File: src/rtl/debug_pipe_ctrl.sv
// debug_pipe_ctrl: run/step/done controller for a debug pipeline. It drives
// the advance enable and the flush pulse for every pipeline latch.
// Latency: a command sampled at rising edge k shows on the registered outputs after edge k.
// Backpressure: none. Commands that do not apply in the current state are dropped.
//
// Ports:
//   clk          system clock. All state updates on the rising edge.
//   reset        synchronous active-high reset.
//   start        begins execution. Only accepted in IDLE.
//   mode_step    selects the execution mode when start is accepted: 1 = step, 0 = continuous.
//   step         advances the pipeline by one clock. Only used in STEP.
//   clear        flushes the pipeline and returns the block to IDLE.
//   eop_wb       end-of-program flag seen at the WB stage.
//   enableDebug  registered advance enable to the pipeline latches.
//   resetDebug   registered one-cycle flush pulse to the pipeline latches.
//   state        current state: IDLE=00, RUN=01, STEP=10, DONE=11.
//   done         registered. High while state is DONE.
//   cycle_count  number of enabled cycles since the last reset or clear. Saturates at all-ones.
module debug_pipe_ctrl (
  input  logic        clk,
  input  logic        reset,
  input  logic        start,
  input  logic        mode_step,
  input  logic        step,
  input  logic        clear,
  input  logic        eop_wb,
  output logic        enableDebug,
  output logic        resetDebug,
  output logic [1:0]  state,
  output logic        done,
  output logic [31:0] cycle_count
);

  typedef enum logic [1:0] {
    IDLE = 2'b00,
    RUN  = 2'b01,
    STEP = 2'b10,
    DONE = 2'b11
  } state_t;

  state_t cur_state;
  state_t nxt_state;
  logic   enable_nxt;
  logic   flush_nxt;

  // Next-state and next-output logic.
  // Priority is clear first, then eop_wb, then start or step.
  // Reset is handled in the register block.
  always_comb begin
    nxt_state  = cur_state;
    enable_nxt = 1'b0;
    flush_nxt  = 1'b0;
    if (clear) begin
      nxt_state = IDLE;
      flush_nxt = 1'b1;
    end else begin
      unique case (cur_state)
        IDLE: begin
          if (start) begin
            if (mode_step) begin
              nxt_state = STEP;
            end else begin
              nxt_state  = RUN;
              enable_nxt = 1'b1;
            end
          end
        end
        RUN: begin
          // Drop the enable at the same edge that eop reaches WB.
          // This stops the latches from advancing past the end of the program.
          if (eop_wb) begin
            nxt_state = DONE;
          end else begin
            enable_nxt = 1'b1;
          end
        end
        STEP: begin
          // The enable follows each step pulse cycle for cycle.
          // Adjacent step pulses therefore give adjacent enable cycles.
          if (eop_wb) begin
            nxt_state = DONE;
          end else begin
            enable_nxt = step;
          end
        end
        DONE: begin
          nxt_state = DONE;
        end
        default: begin
          nxt_state = IDLE;
        end
      endcase
    end
  end

  always_ff @(posedge clk) begin
    if (reset) begin
      // The latches receive reset directly, so no flush pulse is issued here.
      cur_state   <= IDLE;
      enableDebug <= 1'b0;
      resetDebug  <= 1'b0;
      done        <= 1'b0;
      cycle_count <= 32'd0;
    end else begin
      cur_state   <= nxt_state;
      enableDebug <= enable_nxt;
      resetDebug  <= flush_nxt;
      done        <= (nxt_state == DONE);
      if (clear) begin
        cycle_count <= 32'd0;
      end else if (enableDebug && (cycle_count != 32'hFFFF_FFFF)) begin
        // Count against the enable the latches actually saw at this edge.
        cycle_count <= cycle_count + 32'd1;
      end
    end
  end

  assign state = cur_state;

endmodule
File: config.mk
export PLATFORM = sky130hd
export DESIGN_NAME = debug_pipe_ctrl
export DESIGN_NICKNAME = d
export VERILOG_FILES = /design/src/rtl/debug_pipe_ctrl.sv
export SDC_FILE = /design/constraint.sdc
export NUM_CORES = 1
export LEC_CHECK = 0
export BUFFER_PORTS_ARGS = -buffer_cell sky130_fd_sc_hd__buf_2
export CORE_ASPECT_RATIO = 0.6
export CORE_MARGIN = 2
export CORE_UTILIZATION = 53
export CTS_BUF_LIST = sky130_fd_sc_hd__clkbuf_16
export DETAILED_ROUTE_END_ITERATION = 10
export PLACE_DENSITY = 0.82
export SYNTH_ARGS = -nofsm -noshare
export SYNTH_HDL_FRONTEND = slang
export SYNTH_SLANG_ARGS = --single-unit
File: constraint.sdc
create_clock -name clk -period 2.85 [get_ports clk]
set_input_delay 0.57 -clock clk [delete_from_list [all_inputs] [get_ports clk]]
set_output_delay 0.57 -clock clk [all_outputs]
set_load 0.03 [all_outputs]
* Word-level counts from Yosys, hierarchy flattened
Cells that the tools add are included.
Operators by class: muxes and demuxes 11, reductions and logical operators 4, equality and inequality tests 5, add/subtract/negate cells 1
Operator list (number):
- adder 32 x 1 -> 32 bit, second input constant | 1
- inequality test 32 bit, second input constant | 1
- 2-to-1 mux 2 bit | 4
- == test 2 bit, second input constant | 3
- case mux 2 bit (3 select lines) | 1
- 2-to-1 mux 1 bit | 5
- OR reduction 2 bit | 2
- case mux 1 bit (3 select lines) | 1
- == test 2 x 1 -> 1 bit, second input constant | 1
- zero test 2 bit | 1
- logical AND 1 bit | 1
Word-level totals: output and inout bits 37, word-level logic and storage cells 26, bits of input ports 7, bits in registers 37

* Longest topological paths before layout
word-level depth 5, depth in mapped cells 7, depth with buffers taken out 6

* Least setup slack after synthesis
No wires, ideal clock.
path type flip-flop to flip-flop, start register cycle_count[0], end register cycle_count[8], buffers on the path 1, cell stages (with the launch flop) 8, data required time 2.722 ns, arrival 2.137 ns, setup slack 0.585 ns, setup time 0.128 ns, period minus slack after synthesis 2.265 ns, path through dfxtp_1 -> ha_1 -> nand4_1 -> or4_1 -> clkbuf_1 -> o21ai_1 -> xor2_1 -> nor2_1
On the way: cells in the longest elaborated chain, start to end 2, elaborated cells between the ends (all ways) 3, those cells by class add/sub: 1; eq/ne: 1; reduce/logical: 1
Ends and longest elaborated chain:
- start, declared | line 31 | output logic [31:0] cycle_count
- start signal, assigned | line 113 | cycle_count <= cycle_count + 32'd1;
- branches (longest 2 deep; another with adder 32 x 1 -> 32 bit)
Several ways; the timed one is not identified. A chain may end at the register's enable or synchronous reset.

* Final worst setup path
start register cycle_count[0], end register cycle_count[26]
Same word-level chain as after synthesis.

==> results.toml <==
[finish]
syn_to_final_growth_pct = 20.79
final_cell_mix = "43 x buf_2, 37 x dfxtp_1, 21 x a21oi_1, 20 x nor2_1, 19 x o21ai_0"
final_nets = 285
multiInputGateArea_mm2 = 0.001082
stdcell_area_mm2 = 0.002261
fill_cells = 300
instances_no_fill = 316
layout.area.seq_um2 = 740.7
antennaDiodeCount = 0
final_util_pct = 68.03
mostFrequentLayoutCell = "buf_2"
drive_above_1_share_pct = 21.40

[clock_tree]
cts.sink_count = 37
cts-htree-levels = 2
cts_tree = "yes"
post_cts_resized = 0
cts_setup_buffers = 0
worst_skew_pair.late_latency_ns = 0.27
root_buffer = "clkbuf_16"
clockBufferDepth = 2
cts_buffers = 5
clk_pin_slew_ns = 0.05
postCtsHoldBufs = 0

[sta]
post-route-period-util_pct = 80.05
setup_viol = 0
skew_ns = 0.002703
worst_pin_slew_ns = 0.6367
fin_tns_setup_ns = 0
worst_slack_ns = 0.5686
hold_violations = 0
holdWs_ns = 0.4816
fmax_ghz = 0.4383
fin_crit_ns = 2.281
relSlewSlack_pct = 57.16
rsz0062_at_grt = "no"
finalMaxSlewViolations = 0

[setup_path]
r2r_start = "cycle_count[0]"
cp_data_arrival_time_ns = 2.42
start_kind = "register"
path_max_fanout = 7
critical_path_required_ns = 2.98
startpoint = "cycle_count[0]"
cp-end-kind = "register"
crit_type = "reg2reg"

[yosys]
netlist_top_cells_area = "dfxtp_1 40%, a21oi_1 5.6%, o21ai_0 5.1%"
syn_inst = 225
syn_avg_cell_area_um2 = 8.319
seq_area_frac_synth_pct = 39.57
ys_seq_elements = 37
async_reset_ff_share_pct = 0
yosys_warnings = 0
synth_nets = 239
ys_dominant_reg_cell = "dfxtp_1"
synth-edff-count = 0
syn_area_mm2 = 0.001872
synth.distinct_cells = 40
yosysTopAreaCellShare_pct = 39.57
synth_top_area_cell = "dfxtp_1"

[run_status]
outcome = "complete, no violations"

[floorplan]
die_w_um = 80.72
core_region_area_mm2 = 0.003323
dieArea_mm2 = 0.004039
io_pins = 44
die_h_um = 50.04
start_util_pct = 56.33
placement_rows = 16

[power_and_ir_drop]
power.switching_mw = 0.2274
pwr-share-seq_pct = 48.9
ir_worst_vdd_mv = 0.3003
powerDensity_mw_per_mm2 = 476.6
combPwrFrac_pct = 4.5
power.leakage_nw = 0.8428
p_sw_share_pct = 21.10
p_int_mw = 0.8503
clock_power_share_pct = 46.6
power_mw = 1.078

[placed_design]
post-place-ws_ns = 0.5842
port_buffers = 43
place_congestion = 0.8479
postPlaceCellArea_mm2 = 0.002128
place_hpwl_um = 3330
place_inst = 309

[global_routing]
grt_use_total_pct = 25.96
antenna_found_initial = 0
grt_first_pass_wirelength_um = 8190
grt_max_degree = 32
grt_pass1_vias = 1710
grt_remaining_overflow = 0

[detailed_routing]
ant_nets = 0
vias_per_cell = 6.006
vias = 1898
drt_iter0_drc = 178
dr.pass1.iters = 4
finalWirelength_um = 4561
detail_route.wl_per_cell_um = 14.43
drc = 0

[min_path]
hp-start = "reset"
hp-class = "in2reg"

[run]
cap_violations = 0
-- cells by family after synthesis --
kind of cell / Yosys count / synth area share [%]
buffers and inverters: 12 / 2.607
AND/OR/NAND/NOR: 102 / 29.95
multiplexers: 1 / 0.5348
AO/OA/AOI/OAI: 57 / 18.45
XOR/XNOR: 9 / 4.211
flip-flops: 37 / 39.57
adder cells (fa/ha/maj): 7 / 4.679
-- per-layer routing --
| metal | global-route usage [%] | vias to the layer above | part of all wire [%] |
|---|---|---|---|
| li1 | - | 932 | - |
| met1 | 39.28 | 889 | 51 |
| met2 | 35.42 | 74 | 41 |
| met3 | 8.608 | 3 | 7.6 |
| met4 | 5.085 | 0 | 0.53 |
| met5 | 0 | - | 0 |
-- sequential cells by signal (all words and copies together) (netlist names) --
| signal | flops |
|---|---|
| cycle_count | 32 |
| done | 1 |
| enableDebug | 1 |
| resetDebug | 1 |
| state | 2 |
-- worst max-delay path, cell delays in order (launching register included) --
cell and delay [ns]:
dfxtp_1 0.43, ha_1 0.22, nand4_1 0.15, or4_1 0.68, o21ai_1 0.43, or4_1 0.17
a21oi_1 0.06
-- synth_stat cells, drive strengths merged (6+ instances only) --
cell type  count
nor2          20
inv            7
ha             7
nor4           6
nand2         18
a21oi         21
or4            7
nand3         11
dfxtp         37
o21ai         21
nand4         12
or3           15
-- final cells by class --
type | instances | share of cell area, %
inverters | 7 | 1.162
clock buffers | 5 | 5.534
clock inverters | 2 | 0.3320
flip-flops and latches | 37 | 32.76
repair buffers | 44 | 9.851
well taps | 45 | 2.490
multi-input cells | 176 | 47.87
-- path summary, 6_finish.rpt --
check	endpoint	slack, ns	cells past startpoint
worst max-delay path	cycle_count[26]	0.57	6
worst min-delay path	resetDebug	0.48	2
worst max register to register	cycle_count[26]	0.57	6
worst min register to register	cycle_count[23]	0.51	2
-- power by group through the flow --
stage	clock, mW	combinational (mW)	sequential (mW)
2_1_floorplan	0	0.0246	0.545
3_3_place_gp	0	0.0475	0.538
3_5_place_dp	0	0.0479	0.538
4_1_cts	0.510	0.0481	0.527
5_1_grt	0.537	0.0562	0.527
6_report	0.502	0.0484	0.527
Note: power is estimated with default switching activity, not from simulation.
